<file path="src/rtl/sprite_damage_writer.sv">
// sprite_damage_writer: stamps an erase mask into a sprite bitmap RAM around a hit point
module sprite_damage_writer #(
    parameter int WIDTH        = 22,
    parameter int HEIGHT       = 16,
    parameter int SCALE        = 1,
    parameter int SCREEN_CORDW = 16,
    parameter int COLR_BITS    = 4,
    parameter int STAMP_W      = 4,
    parameter int STAMP_H      = 4,
    parameter logic [STAMP_W*STAMP_H-1:0] STAMP_MASK = 16'h6FF6
) (
    input  logic                                   clk_pix,
    input  logic                                   rst,
    input  logic                                   hit_valid,
    output logic                                   hit_ready,
    input  logic signed [SCREEN_CORDW-1:0]         hit_x,
    input  logic signed [SCREEN_CORDW-1:0]         hit_y,
    input  logic signed [SCREEN_CORDW-1:0]         sprite_x,
    input  logic signed [SCREEN_CORDW-1:0]         sprite_y,
    output logic [$clog2(WIDTH*HEIGHT)-1:0]        mem_addr,
    output logic                                   mem_we,
    output logic [COLR_BITS-1:0]                   mem_wdata,
    input  logic [COLR_BITS-1:0]                   mem_rdata,
    output logic                                   busy,
    output logic                                   done,
    output logic [$clog2(STAMP_W*STAMP_H+1)-1:0]   erased_cnt
);
    localparam int N  = SCREEN_CORDW + 1;
    localparam int AW = $clog2(WIDTH*HEIGHT);
    localparam int CW = $clog2(STAMP_W+1);
    localparam int RW = $clog2(STAMP_H+1);
    localparam int KW = $clog2(STAMP_W*STAMP_H);
    localparam int SH = $clog2(SCALE);
    localparam int EW = $clog2(STAMP_W*STAMP_H+1);

    typedef enum logic [2:0] {IDLE, SETUP, CHECK, RDATA, WRITE, DONE} state_t;

    state_t              r_state, w_next;
    logic signed [N-1:0] r_dx, r_dy, r_ox, r_oy, w_x, w_y;
    logic [CW-1:0]       r_c;
    logic [RW-1:0]       r_r;
    logic [KW-1:0]       r_k;
    logic [EW-1:0]       r_cnt;
    logic [AW-1:0]       w_addr;
    logic                w_in, w_hit, w_last, w_adv, w_eol;

    assign w_x    = r_ox + $signed(N'(r_c));
    assign w_y    = r_oy + $signed(N'(r_r));
    assign w_in   = !w_x[N-1] && w_x < $signed(N'(WIDTH)) && !w_y[N-1] && w_y < $signed(N'(HEIGHT));
    assign w_hit  = STAMP_MASK[r_k] && w_in;
    assign w_last = r_k == KW'(STAMP_W*STAMP_H-1);
    assign w_eol  = r_c == CW'(STAMP_W-1);
    assign w_addr = w_y[AW-1:0] * AW'(WIDTH) + w_x[AW-1:0];
    assign w_adv  = (r_state == CHECK && !w_hit) || (r_state == RDATA && mem_rdata == '0) || r_state == WRITE;

    assign hit_ready  = r_state == IDLE && !rst;
    assign busy       = r_state != IDLE;
    assign done       = r_state == DONE;
    assign mem_we     = r_state == WRITE;
    assign mem_wdata  = '0;
    assign erased_cnt = r_cnt;
    // Address is only presented while a live cell is being read or written.
    assign mem_addr   = ((r_state == CHECK && w_hit) || r_state == RDATA || r_state == WRITE) ? w_addr : '0;

    always_comb begin
        w_next = r_state;
        case (r_state)
            IDLE:    w_next = hit_valid ? SETUP : IDLE;
            SETUP:   w_next = CHECK;
            CHECK:   w_next = w_hit ? RDATA : (w_last ? DONE : CHECK);
            RDATA:   w_next = mem_rdata != '0 ? WRITE : (w_last ? DONE : CHECK);
            WRITE:   w_next = w_last ? DONE : CHECK;
            default: w_next = IDLE;
        endcase
    end

    always_ff @(posedge clk_pix) begin
        if (rst) begin
            r_state <= IDLE;
            r_cnt   <= '0;
        end else begin
            r_state <= w_next;
            if (hit_valid && hit_ready) begin
                r_dx <= {hit_x[SCREEN_CORDW-1], hit_x} - {sprite_x[SCREEN_CORDW-1], sprite_x};
                r_dy <= {hit_y[SCREEN_CORDW-1], hit_y} - {sprite_y[SCREEN_CORDW-1], sprite_y};
            end
            if (r_state == SETUP) begin
                r_ox  <= (r_dx >>> SH) - $signed(N'(STAMP_W/2));
                r_oy  <= (r_dy >>> SH) - $signed(N'(STAMP_H/2));
                r_cnt <= '0;
                r_c   <= '0;
                r_r   <= '0;
                r_k   <= '0;
            end
            if (r_state == WRITE) r_cnt <= r_cnt + 1'b1;
            if (w_adv) begin
                r_c <= w_eol ? '0 : r_c + 1'b1;
                r_r <= r_r + RW'(w_eol);
                r_k <= r_k + 1'b1;
            end
        end
    end
endmodule

</file>
<file path="config.mk">
export PLATFORM = sky130hd
export DESIGN_NAME = sprite_damage_writer
export DESIGN_NICKNAME = d
export VERILOG_FILES = /design/src/rtl/sprite_damage_writer.sv
export SDC_FILE = /design/constraint.sdc
export NUM_CORES = 1
export LEC_CHECK = 0
export BUFFER_PORTS_ARGS = -buffer_cell sky130_fd_sc_hd__buf_2
export CAP_MARGIN = 30
export CORE_ASPECT_RATIO = 0.8
export CORE_UTILIZATION = 40
export CTS_BUF_LIST = sky130_fd_sc_hd__clkbuf_8
export CTS_CLUSTER_SIZE = 24
export DETAILED_ROUTE_END_ITERATION = 10
export PLACE_DENSITY_LB_ADDON = 0.15
export SYNTH_ARGS = -nofsm -noshare
export SYNTH_HDL_FRONTEND = slang
export SYNTH_SLANG_ARGS = --single-unit
export TNS_END_PERCENT = 10
</file>
<file path="constraint.sdc">
create_clock -name clk_pix -period 5.94 [get_ports clk_pix]
set_input_delay 1.782 -clock clk_pix [delete_from_list [all_inputs] [get_ports clk_pix]]
set_output_delay 1.782 -clock clk_pix [all_outputs]
set_load 0.005 [all_outputs]
</file>
==> results.ini <==
[status]
status=finished clean

[finish]
multi_input_area_sq_um=4280
fin_cells=1069
layout-drive-gt1-share_pct=18.1
regArea_sq_um=2520
fill_cells=1594
fin_nets=988
areaGrowthSynthToFinish_pct=14.6
antenna_cells=0
mostFrequentLayoutCells=88 x buf_2, 83 x inv_1, 78 x edfxtp_1, 59 x ha_1, 57 x nor2_1
final_common_cell=buf_2

[setup_path]
crit_required_ns=4.16
crit_path_start_kind=flip-flop
worstPathArrival_ns=4.05
critical_path_class=flip-flop to output port
cp_slowest_cell=fa_1
slowest_delay_ns=0.49
crit_path_cell_trace=ha_4 > inv_2 > fa_2 > nor2b_2 > o21a_1 > xnor2_2 > buf_4 > fa_1 > inv_2 > ha_4 > xnor2_1 > ha_1 > a21oi_2 > maj3_2 > o21bai_1 > xnor2_1 > nor2_1 > buf_2
endpoint_kind=output port
cp_max_fo=3

[placed_design]
placed_cells=1049
dp_hpwl_um=11300
port_buffers=88
finalWeightedCongestion=0.855

[power]
leakage_nw=3.50
power_mw=1.85
max-vdd-ir-drop_mv=0.134
power_density_nw_per_um2=229

[sta]
worst_pin_slew_ns=0.823
clock_skew_ns=0.0146
fmax_ghz=0.172
period_share_pct=98.1
period_minus_slack_ns=5.83
maxSlewViolCount=0
setup_viol=0
grt_setup_unrepaired=true
finalHoldViolCount=0
slew_headroom_pct=44.8

[logic_synthesis]
synth_cells=747
yosysSeqAreaShare_pct=35.8
yosys.area.top_type=edfxtp_1
ys_types=74
syn_avg_cell_area_sq_um=9.43
ys_warn_count=0
yosys.area.top_type_share_pct=33.3
synth_async_sr_flop_share_pct=0
synth_edf_count=78
synth_ff_type=edfxtp_1
synthTopCellsByArea=edfxtp_1 33%, ha_1 11%, xnor2_1 6.0%
synth-seq-cells=87
syn_area_sq_um=7040

[grt]
grt_pass1_wl_um=24400
grt_max_degree=35
globalRoute.totalOverflow=0
groute.usage.overall_pct=16.8
grt_pass1_vias=5208
antenna_found_initial=0

[worst_hold_path]
hold_path.class=flip-flop to flip-flop

[cts]
cts.htree.levels=3
clock_path_buffers=2
root_buffer=clkbuf_8
postCtsHoldBufs=0
cts_tree=built
clkSinkCount=87
clk_pin_slew_ns=0.08
insertion_delay_ns=0.37
cts_buffers=9

[die]
die_w_um=150
coreArea_sq_um=16900
core.rowCount=42
die-area_sq_um=18100
fp.dieH_um=121
start_util_pct=41.7
pin_count=93

[drt]
dr.pass1.iters=5
viasPerCell=5.14
final_antenna_net_count=0
drt_iter0_markers=262
drt-total-wl_um=14400
drc=0
wl_per_cell_um=13.5
vias=5492

[run]
cap_violations=0

-- power breakdown --
group / internal, mW / total [mW] / switching, mW
logic: 0.359 / 0.726 / 0.366
clock network: 0.148 / 0.364 / 0.215
registers: 0.721 / 0.758 / 0.0368
total: 1.23 / 1.85 / 0.618
-- synthesized netlist by cell type, drive strengths merged, types with 15 or more instances --
cell    number
nor3        24
inv         88
xor2        37
and2        16
ha          63
o21ai       34
nor2b       17
a21oi       33
xnor2       48
nor2        58
nand2       47
nand3       15
edfxtp      78
-- what timing repair did --
| action | 4_1_cts | 5_1_grt |
|---|---|---|
| setup endpoints to repair | 2 | 3 |
| endpoints found under the hold margin | 0 | 0 |
| resized for setup | 12 | 18 |
| buffers inserted | 3 | 2 |
| pin swaps | 2 | 19 |
-- final timing paths --
path | end | from | cells after the start | slack [ns]
max | mem_addr[8] | r_r[0] | 18 | 0.11
min | r_ox[0] | r_dx[0] | 0 | 0.44
max reg2reg | r_r[0] | r_c[0] | 11 | 2.21
min reg2reg | r_ox[0] | r_dx[0] | 0 | 0.44
-- layer usage --
| metal | GRT usage [%] | vias up | wire (um) |
|---|---|---|---|
| met5 | 0 | - | 0 |
| met4 | 3.16 | 0 | 89 |
| met3 | 4.04 | 6 | 616 |
| met2 | 26.0 | 112 | 6240 |
| met1 | 23.8 | 2510 | 7440 |
| li1 | - | 2864 | - |
-- sequential cells by signal, summed over array words and instances, names as in the netlist, named ones only --
register,count
r_c,3
erased_cnt,5
r_dx,17
r_k,4
r_ox,17
r_r,3
r_dy,17
r_oy,17
r_state,3
-- critical path, delay by kind of cell (launching register included) --
kind,cells,cell delay (ns)
buffers and inverters,4,0.37
flip-flops,1,0.41
adder cells (fa/ha/maj),6,1.95
AND/OR/NAND/NOR,2,0.20
AO/OA/AOI/OAI,3,0.43
XOR/XNOR,3,0.34
-- kinds of logic (layout without fill, tap and decap cells) --
logic type | Yosys count | after routing | synth area share (%)
simple gates | 255 | 255 | 19.5
compound gates | 140 | 140 | 13.7
buf+inv | 100 | 199 | 5.63
flops | 87 | 87 | 35.8
xor+xnor | 85 | 85 | 10.6
fa+ha+maj | 76 | 76 | 14.3
mux | 3 | 3 | 0.462
other cells | 1 | 4 | 0.0533
-- per-stage QoR --
stage                     TNS, ns  utilization (%)  setup WS [ns]  hold slack, ns  cell area [sq um]
after floorplan                 0                -          0.199           0.400               7050
after global placement          0             45.8          0.223           0.403               7730
after detailed placement        0             45.8          0.145           0.415               7730
final                           0             47.8          0.110           0.437               8070
after CTS                 -0.0342             47.3        -0.0342           0.440               7980
after global routing       -0.215             47.8         -0.123           0.442               8070
-- area by class of cell --
class	instances	area share (%)
clock buffers	9	1.54
clock inverters	6	0.465
inverters	88	4.09
multi-input cells	563	53.0
flip-flops and latches	87	31.3
well taps	220	3.41
repair buffers	96	6.20
Note: power is estimated with default switching activity, not from simulation.
